[config.mk]
export PLATFORM = sky130hd
export DESIGN_NAME = jt10_adpcmb_fetch_flat
export DESIGN_NICKNAME = d
export VERILOG_FILES = /design/src/rtl/jt10_adpcmb_fetch_pkg.sv /design/src/rtl/jt10_adpcmb_fetch_if.sv /design/src/rtl/jt10_adpcmb_fetch_bytebuf.sv /design/src/rtl/jt10_adpcmb_fetch.sv /design/src/flat_wrapper.sv
export SDC_FILE = /design/constraint.sdc
export NUM_CORES = 1
export LEC_CHECK = 0
export BUFFER_PORTS_ARGS = -buffer_cell sky130_fd_sc_hd__buf_2
export CORE_ASPECT_RATIO = 0.9
export CORE_MARGIN = 3
export CORE_UTILIZATION = 33
export DETAILED_ROUTE_END_ITERATION = 7
export MAX_ROUTING_LAYER = met4
export PLACE_DENSITY = 0.52
export SYNTH_ARGS = -nofsm -noshare
export SYNTH_HDL_FRONTEND = slang
export SYNTH_HIERARCHICAL = 1
export SYNTH_SLANG_ARGS = --single-unit
[constraint.sdc]
create_clock -name clk -period 5 [get_ports clk]
set_clock_uncertainty 0.2 [all_clocks]
set_input_delay 0.75 -clock clk [delete_from_list [all_inputs] [get_ports clk]]
set_output_delay 0.75 -clock clk [all_outputs]
set_load 0.005 [all_outputs]
[src/rtl/jt10_adpcmb_fetch_pkg.sv]
// Shared ADPCM-B fetch definitions: address width, nibble order, buffer target and FSM states.
package jt10_adpcmb_fetch_pkg;

    localparam int unsigned ADDR_W = 24;

    // High nibble plays first: nibble_sel==0 selects byte[7:4]
    localparam logic NIB_SEL_HI = 1'b0;

    typedef enum logic {CUR, NXT} target_e;

    typedef enum logic {IDLE, REQ} state_e;

    function automatic logic [3:0] pick_nibble(input logic [7:0] b, input logic sel);
        return (sel == NIB_SEL_HI) ? b[7:4] : b[3:0];
    endfunction

endpackage

[src/rtl/jt10_adpcmb_fetch_if.sv]
// Byte-wide memory read port with cs/ok handshake.
interface jt10_adpcmb_fetch_if;
    import jt10_adpcmb_fetch_pkg::*;

    logic [ADDR_W-1:0] rom_addr;
    logic              rom_cs;
    logic [7:0]        rom_data;
    logic              rom_ok;

    modport master (output rom_addr, rom_cs, input rom_data, rom_ok);
    modport slave  (input rom_addr, rom_cs, output rom_data, rom_ok);

endinterface

[src/rtl/jt10_adpcmb_fetch_bytebuf.sv]
// Two-entry byte buffer (current + prefetched next) with tag compare, promote and invalidate.
module jt10_adpcmb_bytebuf
    import jt10_adpcmb_fetch_pkg::*;
(
    input  logic              clk,
    input  logic              rst_n,
    input  logic              i_flush,
    input  logic [ADDR_W-1:0] i_addr,
    input  logic              i_wr_cur,
    input  logic              i_wr_nxt,
    input  logic [7:0]        i_wr_byte,
    input  logic [ADDR_W-1:0] i_wr_tag,
    output logic              o_hit,
    output logic              o_miss,
    output logic              o_cur_v,
    output logic              o_nxt_v,
    output logic [ADDR_W-1:0] o_cur_tag,
    output logic [7:0]        o_cur_byte
);

    logic [7:0]        r_cur_byte, r_nxt_byte;
    logic [ADDR_W-1:0] r_cur_tag, r_nxt_tag;
    logic              r_cur_v, r_nxt_v;
    logic              w_hit_nxt;

    assign o_hit      = r_cur_v && (i_addr == r_cur_tag);
    assign w_hit_nxt  = !o_hit && r_nxt_v && (i_addr == r_nxt_tag);
    assign o_miss     = !o_hit && !w_hit_nxt;
    assign o_cur_v    = r_cur_v;
    assign o_nxt_v    = r_nxt_v;
    assign o_cur_tag  = r_cur_tag;
    assign o_cur_byte = r_cur_byte;

    // Lookup every clk; a memory fill is applied last so it survives a same-cycle invalidate
    always_ff @(posedge clk or negedge rst_n) begin
        if (!rst_n) begin
            r_cur_byte <= '0;
            r_nxt_byte <= '0;
            r_cur_tag  <= '0;
            r_nxt_tag  <= '0;
            r_cur_v    <= 1'b0;
            r_nxt_v    <= 1'b0;
        end else if (i_flush) begin
            r_cur_v <= 1'b0;
            r_nxt_v <= 1'b0;
        end else begin
            if (w_hit_nxt) begin
                r_cur_byte <= r_nxt_byte;
                r_cur_tag  <= r_nxt_tag;
                r_cur_v    <= 1'b1;
                r_nxt_v    <= 1'b0;
            end else if (o_miss) begin
                r_cur_v <= 1'b0;
                r_nxt_v <= 1'b0;
            end
            if (i_wr_cur) begin
                r_cur_byte <= i_wr_byte;
                r_cur_tag  <= i_wr_tag;
                r_cur_v    <= 1'b1;
            end
            if (i_wr_nxt) begin
                r_nxt_byte <= i_wr_byte;
                r_nxt_tag  <= i_wr_tag;
                r_nxt_v    <= 1'b1;
            end
        end
    end

endmodule

[src/rtl/jt10_adpcmb_fetch.sv]
// ADPCM-B sample fetcher: follows {addr, nibble_sel}, fetches bytes over cs/ok and presents nibbles.
module jt10_adpcmb_fetch
    import jt10_adpcmb_fetch_pkg::*;
#(
    parameter int unsigned OK_MASK = 1
)(
    input  logic                       rst_n,
    input  logic                       clk,
    input  logic                       cen,
    input  logic                       chon,
    input  logic                       adv,
    input  logic [ADDR_W-1:0]          addr,
    input  logic                       nibble_sel,
    jt10_adpcmb_fetch_if.master        rom,
    output logic [3:0]                 data,
    output logic                       data_ok,
    input  logic                       clr_under,
    output logic                       underrun
);

    state_e            r_state, w_state_nxt;
    target_e           r_target, w_target_nxt;
    logic [ADDR_W-1:0] r_rom_addr, w_rom_addr_nxt;
    logic [1:0]        r_mask, w_mask_nxt;
    logic [3:0]        r_data;
    logic              r_data_ok;
    logic              r_under;

    logic              w_hit, w_miss, w_cur_v, w_nxt_v;
    logic [ADDR_W-1:0] w_cur_tag, w_cur_succ;
    logic [7:0]        w_cur_byte;
    logic              w_wr_cur, w_wr_nxt;

    assign w_cur_succ   = w_cur_tag + ADDR_W'(1);
    assign rom.rom_addr = r_rom_addr;
    assign rom.rom_cs   = (r_state == REQ);
    assign data         = r_data;
    assign data_ok      = r_data_ok;
    assign underrun     = r_under;

    jt10_adpcmb_bytebuf u_buf (
        .clk        (clk),
        .rst_n      (rst_n),
        .i_flush    (!chon),
        .i_addr     (addr),
        .i_wr_cur   (w_wr_cur),
        .i_wr_nxt   (w_wr_nxt),
        .i_wr_byte  (rom.rom_data),
        .i_wr_tag   (r_rom_addr),
        .o_hit      (w_hit),
        .o_miss     (w_miss),
        .o_cur_v    (w_cur_v),
        .o_nxt_v    (w_nxt_v),
        .o_cur_tag  (w_cur_tag),
        .o_cur_byte (w_cur_byte)
    );

    // Fetch FSM state, target, request address and ok-mask counter
    always_ff @(posedge clk or negedge rst_n) begin
        if (!rst_n) begin
            r_state    <= IDLE;
            r_target   <= CUR;
            r_rom_addr <= '0;
            r_mask     <= '0;
        end else begin
            r_state    <= w_state_nxt;
            r_target   <= w_target_nxt;
            r_rom_addr <= w_rom_addr_nxt;
            r_mask     <= w_mask_nxt;
        end
    end

    // Request decision in IDLE; in REQ, accept ok after the mask and keep the byte only if still wanted
    always_comb begin
        w_state_nxt    = r_state;
        w_target_nxt   = r_target;
        w_rom_addr_nxt = r_rom_addr;
        w_mask_nxt     = r_mask;
        w_wr_cur       = 1'b0;
        w_wr_nxt       = 1'b0;
        case (r_state)
            IDLE: begin
                if (chon && w_miss) begin
                    w_target_nxt   = CUR;
                    w_rom_addr_nxt = addr;
                    w_mask_nxt     = 2'(OK_MASK);
                    w_state_nxt    = REQ;
                end else if (chon && w_cur_v && !w_nxt_v) begin
                    w_target_nxt   = NXT;
                    w_rom_addr_nxt = w_cur_succ;
                    w_mask_nxt     = 2'(OK_MASK);
                    w_state_nxt    = REQ;
                end
            end
            REQ: begin
                if (!chon) begin
                    w_state_nxt = IDLE;
                end else if (r_mask != 2'd0) begin
                    w_mask_nxt = r_mask - 2'd1;
                end else if (rom.rom_ok) begin
                    w_state_nxt = IDLE;
                    if (r_target == CUR) begin
                        w_wr_cur = (r_rom_addr == addr);
                    end else begin
                        w_wr_nxt = w_cur_v && (r_rom_addr == w_cur_succ);
                    end
                end
            end
            default: w_state_nxt = IDLE;
        endcase
    end

    // Registered nibble output; data holds its last value while there is no hit
    always_ff @(posedge clk or negedge rst_n) begin
        if (!rst_n) begin
            r_data_ok <= 1'b0;
            r_data    <= '0;
        end else begin
            r_data_ok <= chon && w_hit;
            if (chon && w_hit) begin
                r_data <= pick_nibble(w_cur_byte, nibble_sel);
            end
        end
    end

    // Sticky underrun flag; a set in the same cycle as a clear wins
    always_ff @(posedge clk or negedge rst_n) begin
        if (!rst_n) begin
            r_under <= 1'b0;
        end else if (cen && adv && chon && !r_data_ok) begin
            r_under <= 1'b1;
        end else if (clr_under) begin
            r_under <= 1'b0;
        end
    end

endmodule
[src/flat_wrapper.sv]
// flat-port wrapper written by rule: the top's interface ports become plain ports
module jt10_adpcmb_fetch_flat import jt10_adpcmb_fetch_pkg::*;
#(
    parameter int unsigned OK_MASK = 1
)
  (rst_n, clk, cen, chon, adv, addr, nibble_sel, data, data_ok, clr_under, underrun, rom_rom_addr, rom_rom_cs, rom_rom_data, rom_rom_ok);
  jt10_adpcmb_fetch_if rom_i ();
  input  logic rst_n;
  input  logic clk;
  input  logic cen;
  input  logic chon;
  input  logic adv;
  input  logic [ADDR_W-1:0] addr;
  input  logic nibble_sel;
  output logic [3:0] data;
  output logic data_ok;
  input  logic clr_under;
  output logic underrun;
  output wire logic [$bits(rom_i.rom_addr)-1:0] rom_rom_addr;
  output wire logic [$bits(rom_i.rom_cs)-1:0] rom_rom_cs;
  input wire logic [$bits(rom_i.rom_data)-1:0] rom_rom_data;
  input wire logic [$bits(rom_i.rom_ok)-1:0] rom_rom_ok;
  assign rom_rom_addr = rom_i.rom_addr;
  assign rom_rom_cs = rom_i.rom_cs;
  assign rom_i.rom_data = rom_rom_data;
  assign rom_i.rom_ok = rom_rom_ok;
  jt10_adpcmb_fetch #(.OK_MASK(OK_MASK)) u_core (.rst_n(rst_n), .clk(clk), .cen(cen), .chon(chon), .adv(adv), .addr(addr), .nibble_sel(nibble_sel), .rom(rom_i), .data(data), .data_ok(data_ok), .clr_under(clr_under), .underrun(underrun));
endmodule
==> impl_metrics.py, run 1 <==
metrics = {
    "sta": {
        "relSlewSlack_pct": 39.50,
        "layout_setup_ws_ns": 0.6893,
        "tns_ns": 0,
        "rsz0062_at_grt": "false",
        "holdWs_ns": 0.2924,
        "tightest_slew_ns": 0.9075,
        "min_period_ns": 4.311,
        "hold_viol_final": 0,
        "min_period_over_period_pct": 86.21,
        "max_freq_mhz": 232.0,
        "slew_viol_final": 0,
        "setup_viol": 0,
    },
    "logic_synthesis": {
        "synth_xor_area_share_pct": 16.64,
        "synth_compound_area_share_pct": 13.01,
        "synth_most_common_cell": "dfrtp_1",
        "yosys.area_share.simple_pct": 20.23,
        "netlist_instances": 649,
        "synth_area_mm2": 0.006309,
        "synth.avg_cell_area_um2": 9.720,
        "synthAdderAreaFrac_pct": 0.3967,
        "synth_top_area_cell": "dfrtp_1",
        "synth-seq-cells": 100,
        "synth_edf_count": 0,
        "synth_common_cells": "dfrtp_1, xnor2_1, nand3_1",
        "ys_dominant_reg_cell": "dfrtp_1",
        "yosysSeqAreaShare_pct": 39.67,
        "synth_area_leaders": "dfrtp_1, xnor2_1, a22oi_1, mux2_2, nand3_1",
        "synth_fp_nets": 691,
        "synth_top_family_by_area": "simple AND/OR/NAND/NOR gates",
        "ys_warn_count": 6,
        "synth_mux_area_share_pct": 6.505,
        "async_flop_share_pct": 100.0,
        "synth_top_area_share_pct": 39.67,
        "ys_types": 50,
    },
    "clocking": {
        "cts_setup_buffers": 0,
        "cts_resized": 0,
        "cts_root_buffer": "clkbuf_16",
        "cts_tree": "built",
        "holdBufCountCts": 0,
        "cts_num_sinks": 100,
        "cts_buffers": 9,
        "clockBufferDepth": 2,
        "h-tree-depth": 3,
        "insertion_delay_ns": 0.36,
        "clk_pin_slew_worst_paths_ns": 0.08,
    },
    "routing": {
        "drcViolationCount": 0,
        "dr_wl_met3_um": 1252,
        "highest-signal-layer": "met4",
        "wl_met1_um": 9925,
        "avgRoutedWirePerCell_um": 21.76,
        "routed_wirelength_um": 20830,
        "via_per_inst": 5.687,
        "wl_met2_um": 9338,
        "ant_nets": 0,
        "via_count": 5442,
        "drtIter0Drc": 493,
        "dr.pass1.iters": 5,
    },
    "pwr": {
        "power_density_mw_per_mm2": 312.0,
        "power_mw": 2.250,
        "ir_drop_mv": 0.1701,
        "leakagePower_nw": 3.007,
    },
    "floorplan": {
        "die-area_mm2": 0.02081,
        "start_util_pct": 33.95,
        "die_h_um": 137.2,
        "io_pins": 71,
        "die_w_um": 151.7,
        "row_count": 47,
        "fp.coreArea_mm2": 0.01858,
    },
    "finish": {
        "fillers": 1931,
        "stdcell_count": 957,
        "area_delta_synth_final_pct": 14.28,
        "n_antenna_cell": 0,
        "num-nets-final": 749,
        "drive_gt1_share_pct": 23.88,
        "fin_area_mm2": 0.007209,
        "final_core_util_pct": 38.80,
    },
    "setup_path": {
        "critical_path_peak_fanout": 17,
        "end_kind": "register",
        "startpoint_type": "register",
        "required_ns": 5.04,
        "arrival_ns": 4.35,
        "reg2regPathDepth": 11,
        "worstSetupPathDepth": 11,
        "r2r-end": "u_core/u_buf/r_nxt_tag[8]",
        "crit_type": "register to register",
        "cpPeakStageDelay_ns": 0.69,
        "crit_slowest_cell": "or4_1",
        "cpLargestDelayFamily": "simple AND/OR/NAND/NOR gates",
        "ff2ff_setup_slack_ns": 0.69,
        "crit_chain": "ha_1 > nand4_1 > or4_1 > nor3_4 > xor2_1 > o21ai_0 > nand3_1 > nor4_2 > nor2b_4 > buf_4 > mux2_2",
        "critPathBufInv": 1,
        "crit_path_start": "u_core/u_buf/o_cur_tag[0]",
        "rr_startpoint": "u_core/u_buf/o_cur_tag[0]",
    },
    "status": {
        "status": "finished clean",
    },
    "grt": {
        "antenna_found_initial": 0,
        "grt.overflow.total": 0,
        "grt_first_pass_wirelength_um": 32230,
        "grt_max_degree": 68,
        "track_usage_pct": 21.09,
        "grt_pass1_vias": 5345,
    },
    "min_path": {
        "holdPathEnd": "u_core/r_mask[0]",
        "hp-class": "register to register",
        "min_path_cells": 1,
        "hp-start": "u_core/r_mask[0]",
    },
    "placed_design": {
        "place_area_mm2": 0.006909,
        "io_buffers": 70,
        "place_congestion": 0.9484,
        "hpwl_um": 15090,
        "post-place-ws_ns": 0.7515,
        "dp_cells": 941,
    },
    "job": {
        "drv_cap": 0,
    },
}
==> cells in the final DEF, fill, tap and decap left out, types with 2 or more instances in the layout <==
cell	synthesis	routed
nand2b_1	5	5
clkbuf_16	0	9
xnor3_1	2	2
nor4_2	1	2
nand4b_1	2	2
inv_1	9	9
buf_2	2	69
o2111ai_1	2	2
or3_1	4	4
or2_2	2	2
clkinvlp_4	0	2
dfrtp_1	100	100
nor3_4	3	3
buf_4	0	15
nor3_1	12	12
a21oi_1	18	18
nand2_1	36	36
and2_1	3	3
nor4_1	10	9
or3b_2	24	24
and3_1	2	2
nand4_1	18	18
a22oi_1	48	48
o22ai_1	5	5
nor2_1	23	21
nand3_1	70	70
nor2_2	0	2
mux2_2	32	32
inv_6	0	2
ha_1	2	2
xor2_1	27	27
o211ai_1	8	8
xnor2_1	85	85
and4_1	2	2
o21ai_0	35	35
mux2i_1	5	5
==> worst reg2reg max path, delay by kind of cell, from the launching register on <==
family / cells / cell delay (ns)
xor+xnor: 1 / 0.11
fa+ha+maj: 1 / 0.27
flops: 1 / 0.50
compound gates: 1 / 0.17
buf+inv: 1 / 0.30
simple gates: 6 / 2.29
mux: 1 / 0.35
==> power by group <==
group          internal [mW]  total (mW)  switching (mW)
combinational          0.226       0.487           0.261
sequential             0.876        1.04           0.162
clock                  0.393       0.725           0.332
==> area by class of cell <==
class	instances	area (um^2)	area share, %
Timing Repair Buffer	84	457.9	6.352
Multi-Input combinational cell	502	3605	50.00
Clock inverter	6	71.32	0.9892
Sequential cell	100	2502	34.71
Inverter	10	37.54	0.5207
Tap cell	245	306.5	4.252
Clock buffer	10	229.0	3.176
==> routing by layer <==
metal | global-route usage (%) | up-vias
met1 | 30.73 | 2734
met2 | 30.87 | 212
met4 | 5.339 | 0
li1 | - | 2476
met3 | 3.125 | 20
met5 | - | -
==> worst max-delay path by stage <==
stage / endpoint / slack, ns
2_1_floorplan: u_core/u_buf/r_nxt_byte[2] / 1.43
3_3_place_gp: u_core/u_buf/r_nxt_tag[22] / 0.86
3_5_place_dp: u_core/u_buf/r_nxt_tag[8] / 0.75
4_1_cts: u_core/u_buf/r_nxt_tag[8] / 0.71
5_1_grt: u_core/u_buf/r_nxt_tag[8] / 0.50
6_report: u_core/u_buf/r_nxt_tag[8] / 0.69
==> state kept, by name, indices dropped and copies added, names as in the netlist <==
| signal | cells |
|---|---|
| u_core/r_target | 1 |
| u_core/data | 4 |
| u_core/u_buf/r_nxt_tag | 24 |
| u_core/u_buf/r_nxt_byte | 8 |
| u_core/u_buf/o_nxt_v | 1 |
| u_core/underrun | 1 |
| u_core/rom.rom_addr | 24 |
| u_core/u_buf/o_cur_v | 1 |
| u_core/rom.rom_cs | 1 |
| u_core/data_ok | 1 |
| u_core/u_buf/o_cur_byte | 8 |
| u_core/r_mask | 2 |
| u_core/u_buf/o_cur_tag | 24 |
==> cell families (layout without fill, tap and decap cells) <==
family,Yosys count,in the layout
buffers and inverters,47,110
AO/OA/AOI/OAI,125,125
XOR/XNOR,115,115
multiplexers,37,37
AND/OR/NAND/NOR,223,223
adder cells (fa/ha/maj),2,2
flip-flops,100,100
Power figures use the tool's default switching activity.
==> run 2: changes to the inputs <==
--- a/config.mk
+++ b/config.mk
@@ -10,8 +10,10 @@
 export CORE_MARGIN = 3
 export CORE_UTILIZATION = 33
 export DETAILED_ROUTE_END_ITERATION = 7
+export GPL_ROUTABILITY_DRIVEN = 1
 export MAX_ROUTING_LAYER = met4
 export PLACE_DENSITY = 0.52
+export RECOVER_POWER = 50
 export SYNTH_ARGS = -nofsm -noshare
 export SYNTH_HDL_FRONTEND = slang
 export SYNTH_HIERARCHICAL = 1
==> run 2 against run 1 <==
The run now ends with max-capacitance violations, max-slew violations left. Fmax is essentially flat. Register-to-register slack is essentially flat. Global-route usage is the same. Sequential power is essentially flat. Non-clock buffer count is the same. Core utilization shrank 0.11 points. Setup slack is essentially flat. Highest routed layer unchanged. Cell area shrank 0.28%. Clock power is essentially flat. Cell count is the same. Combinational power is essentially flat. Critical path type unchanged. Die area is the same.
==> impl_metrics.py, run 2 (synthesis results as in run 1) <==
metrics = {
    "finish": {
        "mostFrequentLayoutCell": "dfrtp_1",
        "final_cell_mix": "dfrtp_1, xnor2_1, nand3_1, buf_2, a22oi_1",
        "final_core_util_pct": 38.69,
        "num-nets-final": 749,
        "drive_gt1_share_pct": 22.19,
        "fillers": 1930,
        "area_delta_synth_final_pct": 13.96,
        "n_antenna_cell": 0,
    },
    "setup_path": {
        "cpLargestDelayFamily": "simple AND/OR/NAND/NOR gates",
        "crit_type": "register to register",
        "critPathBufInv": 1,
        "crit_slowest_cell": "or4_1",
        "cpPeakStageDelay_ns": 0.69,
        "end_kind": "register",
        "critical_path_peak_fanout": 17,
        "required_ns": 5.04,
        "crit_chain": "ha_1 > nand4_1 > or4_1 > nor3_4 > xor2_1 > o21ai_0 > nand3_1 > nor4_2 > nor2b_4 > buf_4 > mux2_2",
        "arrival_ns": 4.35,
        "startpoint_type": "register",
    },
    "floorplan": {
        "start_util_pct": 33.95,
        "die_h_um": 137.2,
        "die_w_um": 151.7,
        "io_pins": 71,
        "die-area_mm2": 0.02081,
        "row_count": 47,
        "fp.coreArea_mm2": 0.01858,
    },
    "placed_design": {
        "hpwl_um": 15090,
        "place_congestion": 0.9484,
        "io_buffers": 70,
    },
    "routing": {
        "routed_wirelength_um": 20890,
        "via_count": 5427,
        "via_per_inst": 5.671,
        "avgRoutedWirePerCell_um": 21.83,
        "ant_nets": 0,
        "drcViolationCount": 0,
        "dr.pass1.iters": 5,
        "drtIter0Drc": 433,
    },
    "clocking": {
        "cts_resized": 0,
        "cts_tree": "built",
        "clk_pin_slew_worst_paths_ns": 0.08,
        "cts_root_buffer": "clkbuf_16",
        "cts_buffers": 9,
        "holdBufCountCts": 0,
        "insertion_delay_ns": 0.36,
        "cts_num_sinks": 100,
        "h-tree-depth": 3,
        "clockBufferDepth": 2,
        "cts_setup_buffers": 0,
    },
    "sta": {
        "hold_viol_final": 0,
        "holdWs_ns": 0.2931,
        "rsz0062_at_grt": "false",
        "tns_ns": 0,
        "relSlewSlack_pct": -27.50,
        "min_period_over_period_pct": 86.21,
        "min_period_ns": 4.310,
        "setup_viol": 0,
        "tightest_slew_ns": 1.913,
        "slew_viol_final": 103,
        "max_freq_mhz": 232.0,
    },
    "pwr": {
        "power_density_mw_per_mm2": 312.8,
        "leakagePower_nw": 2.962,
        "ir_drop_mv": 0.1706,
    },
    "grt": {
        "grt_max_degree": 68,
        "grt.overflow.total": 0,
        "antenna_found_initial": 0,
        "grt_first_pass_wirelength_um": 32230,
        "track_usage_pct": 21.09,
        "grt_pass1_vias": 5345,
    },
    "job": {
        "drv_cap": 2,
    },
    "status": {
        "status": "finished with violations",
        "violations": "max-capacitance violations, max-slew violations",
    },
    "min_path": {
        "hp-class": "register to register",
    },
}
## run 2: per-layer routing
layer	track usage [%]	vias to the layer above	routed length [um]
li1	-	2473	-
met1	30.73	2735	9858
met2	30.87	199	9339
met3	3.125	20	1372
met4	5.339	0	316
met5	-	-	0
## run 2: through the flow
| step | worst slack, ns | cell area [um^2] | power [mW] | std cells |
|---|---|---|---|---|
| 5_1_grt | 0.4951 | 7189 | 2.364 | 957 |
| 2_1_floorplan | 1.426 | 6309 | 1.273 | 649 |
| 4_1_cts | 0.7129 | 7209 | 2.272 | 957 |
| 3_5_place_dp | 0.7515 | 6909 | 1.535 | 941 |
| 6_report | 0.6895 | 7189 | 2.249 | 957 |
| 3_3_place_gp | 0.8598 | 6909 | 1.535 | 941 |
## run 2: final cells by class
| type | instances | area [um^2] | area share, % |
|---|---|---|---|
| Multi-Input combinational cell | 502 | 3605 | 50.14 |
| Inverter | 10 | 37.54 | 0.5221 |
| Clock inverter | 6 | 71.32 | 0.9920 |
| Sequential cell | 100 | 2502 | 34.81 |
| Timing Repair Buffer | 84 | 437.9 | 6.091 |
| Tap cell | 245 | 306.5 | 4.264 |
| Clock buffer | 10 | 229.0 | 3.185 |
## run 2: final timing paths
kind,startpoint,endpoint,cells after the start,slack (ns)
setup / recovery,u_core/u_buf/o_cur_tag[0],u_core/u_buf/r_nxt_tag[8],11,0.69
hold / removal,u_core/r_mask[0],u_core/r_mask[0],1,0.29
setup reg to reg,u_core/u_buf/o_cur_tag[0],u_core/u_buf/r_nxt_tag[8],11,0.69
hold reg to reg,u_core/r_mask[0],u_core/r_mask[0],1,0.29
max in group asynchronous,rst_n,u_core/rom.rom_addr[19],2,1.42
min in group asynchronous,rst_n,u_core/u_buf/o_cur_tag[11],1,0.66
## run 2: power breakdown
part | total, mW | internal (mW) | switching, mW
Combinational | 0.485 | 0.223 | 0.262
Sequential | 1.04 | 0.876 | 0.163
Clock | 0.726 | 0.393 | 0.333
